==> src/rtl/keypad_scan_debounce.sv <==
// 3x3 keypad row scanner with column synchronizer, frame decode and debounce.
// Define KEYPAD_ROW4_EN to add a fourth row (keypad_r4: *, 0, #).
module keypad_scan_debounce #(
    parameter int SCAN_DIV        = 12000,
    parameter int DEBOUNCE_FRAMES = 20
) (
    input  logic       hwclk,
    input  logic       resetN,
    output logic       keypad_r1,
    output logic       keypad_r2,
    output logic       keypad_r3,
`ifdef KEYPAD_ROW4_EN
    output logic       keypad_r4,
`endif
    input  logic       keypad_c1,
    input  logic       keypad_c2,
    input  logic       keypad_c3,
    output logic [3:0] button,
    output logic       bstate,
    output logic       key_strobe
);

    // state   | meaning
    // IDLE    | no key accepted; waiting for a stable single key
    // HELD    | key accepted; waiting for a stable all-open frame

`ifdef KEYPAD_ROW4_EN
    localparam int NROWS = 4;
`else
    localparam int NROWS = 3;
`endif
    localparam int NKEYS = 3 * NROWS;
    localparam int DIV_W = $clog2(SCAN_DIV);
    localparam int CNT_W = $clog2(DEBOUNCE_FRAMES + 1);

    // Frame codes: bit 4 set marks the non-key codes.
    localparam logic [4:0] CODE_NONE  = 5'h10;
    localparam logic [4:0] CODE_MULTI = 5'h11;

    typedef enum logic {
        ST_IDLE = 1'b0,
        ST_HELD = 1'b1
    } state_t;

    logic                   scan_run;
    logic [DIV_W-1:0]       div_cnt;
    logic [1:0]             row_idx;
    logic                   slot_end;
    logic                   frame_end;
    logic [NROWS-1:0]       row_drv_n;
    logic [2:0]             col_sync1;
    logic [2:0]             col_sync2;
    logic [3*(NROWS-1)-1:0] row_hits;
    logic [NKEYS-1:0]       frame_bits;
    logic [4:0]             frame_code;
    logic                   key_seen;
    logic [4:0]             cand;
    logic [CNT_W-1:0]       deb_cnt;
    logic                   stable;
    state_t                 state;
    state_t                 state_nxt;
    logic [3:0]             button_nxt;
    logic                   strobe_nxt;

    assign slot_end  = scan_run && (div_cnt == '0);
    assign frame_end = slot_end && (row_idx == 2'(NROWS - 1));

    // scan_run holds the rows idle until the first cycle after reset.
    always_ff @(posedge hwclk or negedge resetN) begin
        if (!resetN) begin
            scan_run <= 1'b0;
            div_cnt  <= '0;
            row_idx  <= '0;
        end else if (!scan_run) begin
            scan_run <= 1'b1;
            div_cnt  <= DIV_W'(SCAN_DIV - 1);
        end else if (slot_end) begin
            div_cnt <= DIV_W'(SCAN_DIV - 1);
            row_idx <= frame_end ? 2'd0 : row_idx + 2'd1;
        end else begin
            div_cnt <= div_cnt - DIV_W'(1);
        end
    end

    always_comb begin
        row_drv_n = '1;
        for (int r = 0; r < NROWS; r++) begin
            if (scan_run && (row_idx == 2'(r))) row_drv_n[r] = 1'b0;
        end
    end

    assign keypad_r1 = row_drv_n[0];
    assign keypad_r2 = row_drv_n[1];
    assign keypad_r3 = row_drv_n[2];
`ifdef KEYPAD_ROW4_EN
    assign keypad_r4 = row_drv_n[3];
`endif

    always_ff @(posedge hwclk or negedge resetN) begin
        if (!resetN) begin
            col_sync1 <= '0;
            col_sync2 <= '0;
        end else begin
            col_sync1 <= {keypad_c3, keypad_c2, keypad_c1};
            col_sync2 <= col_sync1;
        end
    end

    // The last row is never stored; it is decoded straight from the synchronizer.
    always_ff @(posedge hwclk or negedge resetN) begin
        if (!resetN) begin
            row_hits <= '0;
        end else if (slot_end) begin
            for (int r = 0; r < NROWS - 1; r++) begin
                if (row_idx == 2'(r)) row_hits[3*r +: 3] <= ~col_sync2;
            end
        end
    end

    function automatic logic [3:0] key_code(input int idx);
        logic [3:0] code;
        if (idx < 9) begin
            code = 4'(idx + 1);
        end else begin
            case (idx)
                9:       code = 4'd10;
                10:      code = 4'd0;
                default: code = 4'd11;
            endcase
        end
        return code;
    endfunction

    always_comb begin
        frame_bits = {~col_sync2, row_hits};
        frame_code = CODE_NONE;
        key_seen   = 1'b0;
        for (int i = 0; i < NKEYS; i++) begin
            if (frame_bits[i]) begin
                frame_code = key_seen ? CODE_MULTI : {1'b0, key_code(i)};
                key_seen   = 1'b1;
            end
        end
    end

    assign stable = (deb_cnt == CNT_W'(DEBOUNCE_FRAMES));

    always_ff @(posedge hwclk or negedge resetN) begin
        if (!resetN) begin
            cand    <= CODE_NONE;
            deb_cnt <= '0;
        end else if (frame_end) begin
            if (frame_code == cand) begin
                if (!stable) deb_cnt <= deb_cnt + CNT_W'(1);
            end else begin
                cand    <= frame_code;
                deb_cnt <= CNT_W'(1);
            end
        end
    end

    always_comb begin
        state_nxt  = state;
        button_nxt = button;
        strobe_nxt = 1'b0;
        case (state)
            ST_IDLE: begin
                if (stable && !cand[4]) begin
                    state_nxt  = ST_HELD;
                    button_nxt = cand[3:0];
                    strobe_nxt = 1'b1;
                end
            end
            ST_HELD: begin
                if (stable && (cand == CODE_NONE)) state_nxt = ST_IDLE;
            end
            default: state_nxt = ST_IDLE;
        endcase
    end

    always_ff @(posedge hwclk or negedge resetN) begin
        if (!resetN) begin
            state      <= ST_IDLE;
            button     <= 4'hF;
            key_strobe <= 1'b0;
        end else begin
            state      <= state_nxt;
            button     <= button_nxt;
            key_strobe <= strobe_nxt;
        end
    end

    assign bstate = (state == ST_HELD);

endmodule

==> config.mk <==
export PLATFORM = sky130hd
export DESIGN_NAME = keypad_scan_debounce
export DESIGN_NICKNAME = d
export VERILOG_FILES = /design/src/rtl/keypad_scan_debounce.sv
export SDC_FILE = /design/constraint.sdc
export NUM_CORES = 1
export LEC_CHECK = 0
export BUFFER_PORTS_ARGS = -buffer_cell sky130_fd_sc_hd__buf_2
export CORE_UTILIZATION = 30
export CTS_CLUSTER_DIAMETER = 60
export DETAILED_ROUTE_END_ITERATION = 8
export PLACE_DENSITY = 0.49
export SLEW_MARGIN = 20
export SYNTH_ARGS = -nofsm -noshare
export SYNTH_HDL_FRONTEND = slang
export SYNTH_SLANG_ARGS = --single-unit
==> constraint.sdc <==
create_clock -name hwclk -period 2.31 [get_ports hwclk]
set_input_delay 0.3465 -clock hwclk [delete_from_list [all_inputs] [get_ports hwclk]]
set_output_delay 0.3465 -clock hwclk [all_outputs]
set_load 0.02 [all_outputs]
==> implementation parameters, run 1 <==
Parameter                              Value

Worst setup path
  Cell with the largest stage delay on the worst path    or4_4
  Maximum net fanout on the critical path    6
  Number of buffers and inverters on the critical path    0
  Required @ worst endpoint    2500 ps
  Largest stage delay on the critical path    580 ps
  Worst setup path category    reg -> reg
  Critical path startpoint category    flop
  Cells traversed along the worst timing path    or4_4 -> nor4_4 -> a31oi_1 -> a211oi_2 -> o211ai_4 -> nand2_4 -> mux2_4
  Endpoint class of the critical path    flop
  Family with the most delay on the worst path    simple AND/OR/NAND/NOR gates
  Data arrival time of the critical path    2490 ps

Die
  Initial core utilization    0.317
  Site Rows    31
  Die Height    90.7 um
  Area of the placeable core    7450 sq um
  Number of I/O pins    14
  Die area    8230 sq um
  Horizontal die dimension    90.7 um

Job
  Max-capacitance violation count    0

Global route
  Antenna violations before repair    0
  Largest net degree at the start of global routing    46
  First-pass GRT wire length    8070 um
  Residual overflow from global routing    0
  Vias in the first global route    1708
  Global-route total usage across every layer    0.122

Finish
  Area Overhead vs Synth    21.7%
  Final-stage net count    280
  Final core occ    0.386
  Final instance count without filler cells    370
  Layout cell share with drive strength beyond 1    0.303
  Final antenna diode count    0

Routing
  Post-route antenna net violation count    0
  Aggregate routed wire length    4680 um
  DR iter-0 viols    57
  Per-cell via count in the routed design    4.75
  Number of design rule violations left after detail routing    0
  Pre-Repair DR Iteration Count    4
  WL/cell    12.6 um
  Via Count    1758

Synth
  Asr flop ratio synth    1.00
  Fraction of post-synthesis cell area in the top cell type by area    0.424
  Post-Syn Area per Cell    10.2 sq um
  Total nets after synthesis    241
  Yosys Warn Count    0
  Top cells by area in the synthesized netlist    dfrtp_1 42%, dfstp_2 5.6%, nand2_1 4.4%
  Number of distinct library cells after synthesis    53
  Leading area contributor after synthesis    dfrtp_1
  Sequential share of the synthesized area    0.479
  Post-synthesis instance area    2360 sq um
  Top flip-flop cell by instance count after synthesis    dfrtp_1
  Synthesized netlist cell count    231
  Synthesis-stage register bit count    45
  Number of synthesized flops with an enable pin    0

STA
  Remaining max-slew budget at the tightest pin    0.619
  Number of hold-slack violations in the final timing report    0
  Setup_tns    0 ps
  Clock tree skew after final layout    6.99 ps
  Worst-Margin Slew    572 ps
  Final setup vio count    0
  Post-route minimum period    2300 ps
  Achievable Freq    435 MHz
  Portion of the clock cycle consumed by the worst path in the final layout    0.996
  Final hold slack    117 ps
  Setup repair after global routing missed its margin    yes
  Count of pins over their slew limit    0

Pwr
  Clock group share of total power    0.364
  Switching power total    344 uW
  Worst IR drop on VDD    0.233 mV
  Internal cell power    1.12 mW
  Lkg Pwr    1.24 nW
  Comb power frac    0.078
  Proportion of total power due to net switching    0.235
  Pwr/cell area    508 nW/um^2
  Sequential power share    0.558

Clock tree
  Cell at the root of the clock tree    clkbuf_8
  Maximum clock path buffer count    2
  Number of hold buffers added after cts    0
  Clock tree from TritonCTS    yes
  Clock latency of the later-clocked register in the worst-skew pair    300 ps
  H-Tree Depth    2
  Post-CTS clock slew at the launch and capture registers of the worst setup and hold paths    80 ps
  Sink count of the clock tree    45
  Total clock buffers created by CTS    5

Place
  Number of port buffers    13
  Placer congestion estimate    0.776
  Dpl cells    360
  Total half-perimeter wirelength after legalization and detailed placement    3260 um

Status
  Run status    finished clean

Worst hold path
  Path class of the lowest-slack min-delay path    in -> async
worst paths after layout:
kind	start	endpoint	cells past startpoint	slack (ps)
min in group hwclk	keypad_c1	col_sync1[0]	1	150
worst max-delay path	row_hits[5]	cand[3]	7	10
max in group asynchronous	resetN	deb_cnt[0]	2	1790
worst max register to register	row_hits[5]	cand[3]	7	10
worst min register to register	col_sync1[0]	col_sync2[0]	0	350
worst min-delay path	resetN	row_hits[1]	2	120
power by group through the flow:
stage | registers (mW) | logic (mW) | clock network (mW)
2_1_floorplan | 0.826 | 0.0588 | 0
3_3_place_gp | 0.830 | 0.107 | 0
3_5_place_dp | 0.830 | 0.107 | 0
4_1_cts | 0.814 | 0.111 | 0.561
5_1_grt | 0.817 | 0.128 | 0.598
6_report | 0.814 | 0.114 | 0.532
routing by layer:
metal / global-route usage / vias up / wire (um)
li1: - / 901 / -
met1: 0.161 / 833 / 2380
met2: 0.198 / 17 / 2130
met3: 0.0261 / 7 / 112
met4: 0.0403 / 0 / 50
met5: 0 / - / 0
sequential cells by signal, summed over array words and instances, names as in the netlist, 2 cells and up:
register,flops
deb_cnt,5
col_sync2,3
row_idx,2
button,4
row_hits,6
cand,5
div_cnt,14
col_sync1,3
timing repair:
action                     4_1_cts  5_1_grt
pin swaps                        3        6
setup buffers                    0        2
hold endpoints to repair         0        0
gates cloned                     0        0
setup endpoints to repair        5       13
resized for setup                4       10
cell usage after synthesis (all sizes together), types with 5 or more instances:
master,count
mux2,8
nand2,29
nor2,14
xnor2,7
inv,11
a21oi,10
buf,7
dfrtp,40
nand3,7
o21ai,11
ha,5
xor2,8
nor4,6
nor3,8
dfstp,5
worst reg2reg max path, stage by stage, from the launching register on:
cell and delay [ps]:
dfrtp_1 410, or4_4 590, nor4_4 190, a31oi_1 130, a211oi_2 290, o211ai_4 170, nand2_4 120, mux2_4 290
kinds of logic (layout without fill, tap and decap cells):
logic type	count (synthesis)	after routing	share of synthesized area
mux	8	8	0.0429
other cells	1	1	0.00159
simple gates	94	94	0.228
buf+inv	20	60	0.0355
flops	45	45	0.479
fa+ha+maj	5	5	0.0265
compound gates	43	43	0.130
xor+xnor	15	15	0.0556
area by class of cell:
| cell class | count | area, sq um |
|---|---|---|
| Tap cell | 99 | 124 |
| Clock buffer | 7 | 96.3 |
| Fill cell | 759 | 4570 |
| Clock inverter | 1 | 5.00 |
| Sequential cell | 45 | 1130 |
| Timing Repair Buffer | 41 | 275 |
| Inverter | 11 | 41.3 |
| Multi-Input combinational cell | 166 | 1200 |
stage by stage:
| step | total power, mW | area [sq um] | worst slack (ps) |
|---|---|---|---|
| 6_report | 1.46 | 2880 | 10.1 |
| 5_1_grt | 1.54 | 2880 | -51.0 |
| 4_1_cts | 1.49 | 2830 | -1.23 |
| 3_5_place_dp | 0.937 | 2700 | -43.1 |
| 3_3_place_gp | 0.937 | 2700 | -12.5 |
| 2_1_floorplan | 0.885 | 2360 | 75.4 |
placed cells by master, fill, tap and decap left out, drive strengths merged, types with 3 or more instances in the layout:
cell,n
ha,5
nand4b,3
nor2b,3
a211oi,3
or3,3
a21oi,10
or4,3
nor4,6
nor2,14
buf,41
nand2,29
inv,11
mux2,8
xnor2,7
nand2b,3
dfrtp,40
xor2,8
dfstp,5
nor4b,3
nor3,8
nand3,7
clkbuf,7
o31ai,3
o21ai,11
No activity file was read; power rests on OpenSTA's default activity.
==> inputs of run 2 (changes only) <==
--- a/config.mk
+++ b/config.mk
@@ -6,10 +6,12 @@
 export NUM_CORES = 1
 export LEC_CHECK = 0
 export BUFFER_PORTS_ARGS = -buffer_cell sky130_fd_sc_hd__buf_2
-export CORE_UTILIZATION = 30
+export CELL_PAD_IN_SITES_DETAIL_PLACEMENT = 0
+export CELL_PAD_IN_SITES_GLOBAL_PLACEMENT = 1
+export CORE_UTILIZATION = 40
 export CTS_CLUSTER_DIAMETER = 60
 export DETAILED_ROUTE_END_ITERATION = 8
-export PLACE_DENSITY = 0.49
+export PLACE_DENSITY = 0.73
 export SLEW_MARGIN = 20
 export SYNTH_ARGS = -nofsm -noshare
 export SYNTH_HDL_FRONTEND = slang
==> run 2 against run 1 <==
Net effect: clock skew grew 6.0 ps; power down 4.5%; non-clock buffer count unchanged; fmax grew 0.29%; die area is 24% lower; largest power group unchanged.
==> implementation parameters, run 2 (same netlist as run 1, synthesis figures left out) <==
Parameter                              Value

Worst hold path
  Path class of the lowest-slack min-delay path    in -> async

STA
  Final worst slack    16.9 ps
  Worst-Margin Slew    561 ps
  Number of hold-slack violations in the final timing report    0
  Setup repair after global routing missed its margin    yes
  Count of pins over their slew limit    0
  Final hold slack    124 ps
  Achievable Freq    436 MHz
  Portion of the clock cycle consumed by the worst path in the final layout    0.993
  Clock tree skew after final layout    13.0 ps
  Final setup vio count    0
  Setup_tns    0 ps
  Remaining max-slew budget at the tightest pin    0.626
  Post-route minimum period    2290 ps

Finish
  Post-route cell area    2840 sq um
  Layout cell share with drive strength beyond 1    0.303
  Top flop regs    div_cnt (14), row_hits (6)
  Leading cell types in the layout, fill and taps excluded    40 x dfrtp_1, 28 x nand2_1, 28 x buf_4
  Final antenna diode count    0
  Area Overhead vs Synth    20.2%
  Commonest non-fill, non-tap cell in the layout    dfrtp_1
  Max reg flops    14
  Final-stage net count    280
  Top reg by flops    div_cnt
  Final instance count without filler cells    343
  Final core occ    0.506

Clock tree
  Cell at the root of the clock tree    clkbuf_8
  Total clock buffers created by CTS    5
  Post-CTS clock slew at the launch and capture registers of the worst setup and hold paths    90 ps
  Number of hold buffers added after cts    0
  Maximum clock path buffer count    2
  Clock tree from TritonCTS    yes
  Clock latency of the later-clocked register in the worst-skew pair    300 ps
  Sink count of the clock tree    45
  Buffers inserted during post-CTS setup optimization    0
  H-Tree Depth    2

Routing
  Number of design rule violations left after detail routing    0
  Pre-Repair DR Iteration Count    2
  Post-route antenna net violation count    0
  WL/cell    13.4 um
  Per-cell via count in the routed design    5.12
  DR iter-0 viols    48
  Aggregate routed wire length    4600 um
  Via Count    1756

Die
  Horizontal die dimension    78.9 um
  Die Height    78.9 um
  Number of I/O pins    14
  Site Rows    27
  Area of the placeable core    5610 sq um
  Initial core utilization    0.421
  Die area    6220 sq um

Global route
  Antenna violations before repair    0
  First-pass GRT wire length    8040 um
  Residual overflow from global routing    0
  Vias in the first global route    1709
  Largest net degree at the start of global routing    46
  Global-route total usage across every layer    0.167

Place
  Placer congestion estimate    0.746
  Instance area after placement    2690 sq um
  Number of port buffers    13
  Dpl cells    335
  Total half-perimeter wirelength after legalization and detailed placement    3310 um
  Placement-stage worst setup slack    -41.2 ps

Pwr
  Post-layout total power    1.39 mW
  Pwr/cell area    491 nW/um^2
  Worst IR drop on VDD    0.287 mV
  Lkg Pwr    1.23 nW

Worst setup path
  Required @ worst endpoint    2500 ps
  Data arrival time of the critical path    2490 ps
  Critical R2R Launch    row_hits[5]
  Maximum net fanout on the critical path    6
  Critical path startpoint category    flop
  Endpoint class of the critical path    flop
  Worst setup path category    reg -> reg
  R2R depth    7
  FF-to-FF End    cand[2]
  Worst reg-to-reg setup slack    20 ps

Job
  Max-capacitance violation count    0

Status
  Run status    finished clean
## run 2: cell types whose count changed in the layout (fill, tap and decap cells not counted), sizes merged
cell	previous run	this run
clkinv	1	0
clkbuf	7	8
## run 2: critical path, stage by stage (launching register included)
cell and delay, ps:
dfrtp_1 430, or4b_1 510, o211a_1 150, or4_4 430, o221a_4 140, o211ai_4 140, nand2_4 110, mux2_4 300
## run 2: worst max path at each step
stage	endpoint	from	cells after the start	slack [ps]
floorplan	row_hits[3]	div_cnt[4]	6	80
global placement	cand[3]	row_hits[5]	7	-2
detailed placement	cand[3]	row_hits[5]	7	-40
global route	cand[3]	row_hits[5]	7	-100
finish	cand[2]	row_hits[5]	7	20
CTS	deb_cnt[1]	row_hits[5]	7	-0.8
## run 2: power by group
group	switching, mW	leakage [nW]	internal, mW
clock network	0.250	0.0395	0.215
logic	0.0683	0.659	0.0455
registers	0.0135	0.531	0.802
## run 2: cell type report
cell class,count,area [sq um]
well taps,72,90.1
fillers,542,2770
inverters,11,41.3
clock buffers,8,80.1
multi-input cells,166,1220
repair buffers,41,275
flip-flops and latches,45,1130
## run 2: layer usage
layer | share of wire | global-route usage | up-vias
li1 | - | - | 896
met1 | 0.47 | 0.204 | 843
met2 | 0.50 | 0.295 | 12
met3 | 0.019 | 0.0345 | 5
met4 | 0.013 | 0.0545 | 0
met5 | 0 | 0 | -
## run 2: repair_timing
action                                  CTS  global route
endpoints found under the setup margin    6            12
pin swaps                                 3             6
resized for setup                         4            11
hold endpoints to repair                  0             0
==> inputs of run 3 (changes only) <==
--- a/config.mk
+++ b/config.mk
@@ -11,7 +11,7 @@
 export CORE_UTILIZATION = 40
 export CTS_CLUSTER_DIAMETER = 60
 export DETAILED_ROUTE_END_ITERATION = 8
-export PLACE_DENSITY = 0.73
+export PLACE_DENSITY = 0.77
 export SLEW_MARGIN = 20
 export SYNTH_ARGS = -nofsm -noshare
 export SYNTH_HDL_FRONTEND = slang
==> run 3 against run 2 <==
Net effect: die area is the same; combinational power is essentially flat; routed wire length grew 1.6%; via count grew 1.1%; fmax shrank 0.40%; clock skew shrank 4.8 ps; flip-flop and latch count is the same.
==> implementation parameters, run 3 (same netlist as run 1, synthesis figures left out) <==
Parameter                              Value

Status
  Run status    finished clean

Routing
  Per-cell via count in the routed design    5.18
  Via Count    1776
  WL/cell    13.6 um
  Post-route antenna net violation count    0
  Number of design rule violations left after detail routing    0
  DR iter-0 viols    83
  Aggregate routed wire length    4670 um
  Pre-Repair DR Iteration Count    4

Finish
  Top reg by flops    div_cnt
  Final-stage net count    280
  Top flop regs    div_cnt (14), row_hits (6)
  Leading cell types in the layout, fill and taps excluded    40 x dfrtp_1, 28 x nand2_1, 27 x buf_4
  Post-route cell area    2860 sq um
  Commonest non-fill, non-tap cell in the layout    dfrtp_1
  Area Overhead vs Synth    20.9%
  Final antenna diode count    0
  Layout cell share with drive strength beyond 1    0.299
  Max reg flops    14
  Number of inserted filler cells in the final layout    537

Pwr
  Post-layout total power    1.45 mW
  Sequential power share    0.560
  Switching power total    337 uW
  Clock group share of total power    0.360
  Pwr/cell area    509 nW/um^2
  Lkg Pwr    1.24 nW
  Comb power frac    0.079
  Internal cell power    1.12 mW
  Proportion of total power due to net switching    0.232
  Worst IR drop on VDD    0.271 mV

Place
  Placement-stage worst setup slack    -54.3 ps
  Number of port buffers    13
  Total half-perimeter wirelength after legalization and detailed placement    3420 um
  Placer congestion estimate    0.791
  Instance area after placement    2660 sq um

Worst setup path
  Family with the most delay on the worst path    simple AND/OR/NAND/NOR gates
  Data arrival time of the critical path    2490 ps
  Cell with the largest stage delay on the worst path    or4b_1
  Cells traversed along the worst timing path    or4b_1 -> o211a_1 -> nor3_1 -> o221a_4 -> o211ai_4 -> nand2_4 -> mux2_4
  Critical path startpoint category    flop
  First element of the critical path    row_hits[5]
  R2R depth    7
  Worst setup path category    reg -> reg
  Number of buffers and inverters on the critical path    0
  Maximum net fanout on the critical path    6
  Endpoint class of the critical path    flop
  Number of stages on the worst setup path    7
  Largest stage delay on the critical path    520 ps
  Required @ worst endpoint    2490 ps
  Critical R2R Launch    row_hits[5]

STA
  Number of hold-slack violations in the final timing report    0
  Final setup vio count    0
  Final worst slack    7.57 ps
  Post-route minimum period    2300 ps
  Achievable Freq    434 MHz
  Clock tree skew after final layout    8.20 ps
  Setup repair after global routing missed its margin    yes
  Count of pins over their slew limit    0
  Portion of the clock cycle consumed by the worst path in the final layout    0.997
  Final hold slack    150 ps

Worst hold path
  Worst hold path stage count    1
  Path class of the lowest-slack min-delay path    in -> reg
  Worst Hold Launch    keypad_c1

Die
  Number of I/O pins    14
  Horizontal die dimension    78.9 um
  Die area    6220 sq um
  Die Height    78.9 um
  Site Rows    27
  Initial core utilization    0.421
  Area of the placeable core    5610 sq um

Global route
  Residual overflow from global routing    0
  Global-route total usage across every layer    0.163
  Largest net degree at the start of global routing    24
  Antenna violations before repair    0
  First-pass GRT wire length    7880 um
  Vias in the first global route    1766

Clock tree
  Post-CTS clock slew at the launch and capture registers of the worst setup and hold paths    80 ps
  Clock latency of the later-clocked register in the worst-skew pair    290 ps
  Cell at the root of the clock tree    clkbuf_8
  Maximum clock path buffer count    2
  Sink count of the clock tree    45
  H-Tree Depth    2
  Clock tree from TritonCTS    yes
  Total clock buffers created by CTS    5

Job
  Max-capacitance violation count    0
run 3: layer usage:
| layer | track usage | share of wire | vias up |
|---|---|---|---|
| met4 | 0.0782 | 0.026 | 0 |
| li1 | - | - | 897 |
| met5 | 0 | 0 | - |
| met1 | 0.205 | 0.48 | 846 |
| met2 | 0.268 | 0.47 | 22 |
| met3 | 0.0322 | 0.019 | 11 |
run 3: through the flow:
stage          utilization  std cells  TNS, ps
2_1_floorplan            -        231        0
4_1_cts              0.500        343        0
6_report             0.509        343        0
3_3_place_gp         0.475        332    -94.3
3_5_place_dp         0.475        332     -207
5_1_grt              0.509        343     -253
run 3: final cells by class:
| class | instances | area (sq um) | area share |
|---|---|---|---|
| Sequential cell | 45 | 1130 | 0.396 |
| Clock buffer | 7 | 96.3 | 0.0337 |
| Clock inverter | 1 | 5.00 | 0.00175 |
| Multi-Input combinational cell | 166 | 1210 | 0.425 |
| Tap cell | 72 | 90.1 | 0.0315 |
| Timing Repair Buffer | 41 | 278 | 0.0972 |
| Inverter | 11 | 41.3 | 0.0145 |
run 3: worst paths after layout:
kind,slack [ps],to
setup / recovery,8,cand[2]
hold / removal,150,col_sync1[0]
setup reg to reg,8,cand[2]
hold reg to reg,360,col_sync2[0]
max in group asynchronous,1230,button[3]
min in group asynchronous,440,col_sync1[0]
run 3: worst register-to-register path: cells and delay by family, from the launching register on:
| kind | cells | cell delay, ps |
|---|---|---|
| simple gates | 3 | 950 |
| flops | 1 | 420 |
| compound gates | 3 | 510 |
| mux | 1 | 290 |
run 3: power groups by stage:
| stage | Clock (mW) | Combinational, mW | Sequential, mW |
|---|---|---|---|
| after floorplan | 0 | 0.0588 | 0.826 |
| after global placement | 0 | 0.105 | 0.830 |
| after detailed placement | 0 | 0.106 | 0.831 |
| after CTS | 0.552 | 0.109 | 0.815 |
| after global routing | 0.582 | 0.129 | 0.818 |
| final | 0.524 | 0.115 | 0.815 |
run 3: timing repair:
| item | in CTS | in global routing |
|---|---|---|
| hold buffers | 1 | 0 |
| pin swaps | 4 | 6 |
| gates resized for setup | 2 | 12 |
| endpoints found under the hold margin | 6 | 0 |
| setup buffers | 2 | 0 |
| gates cloned | 0 | 0 |
| endpoints found under the setup margin | 6 | 24 |
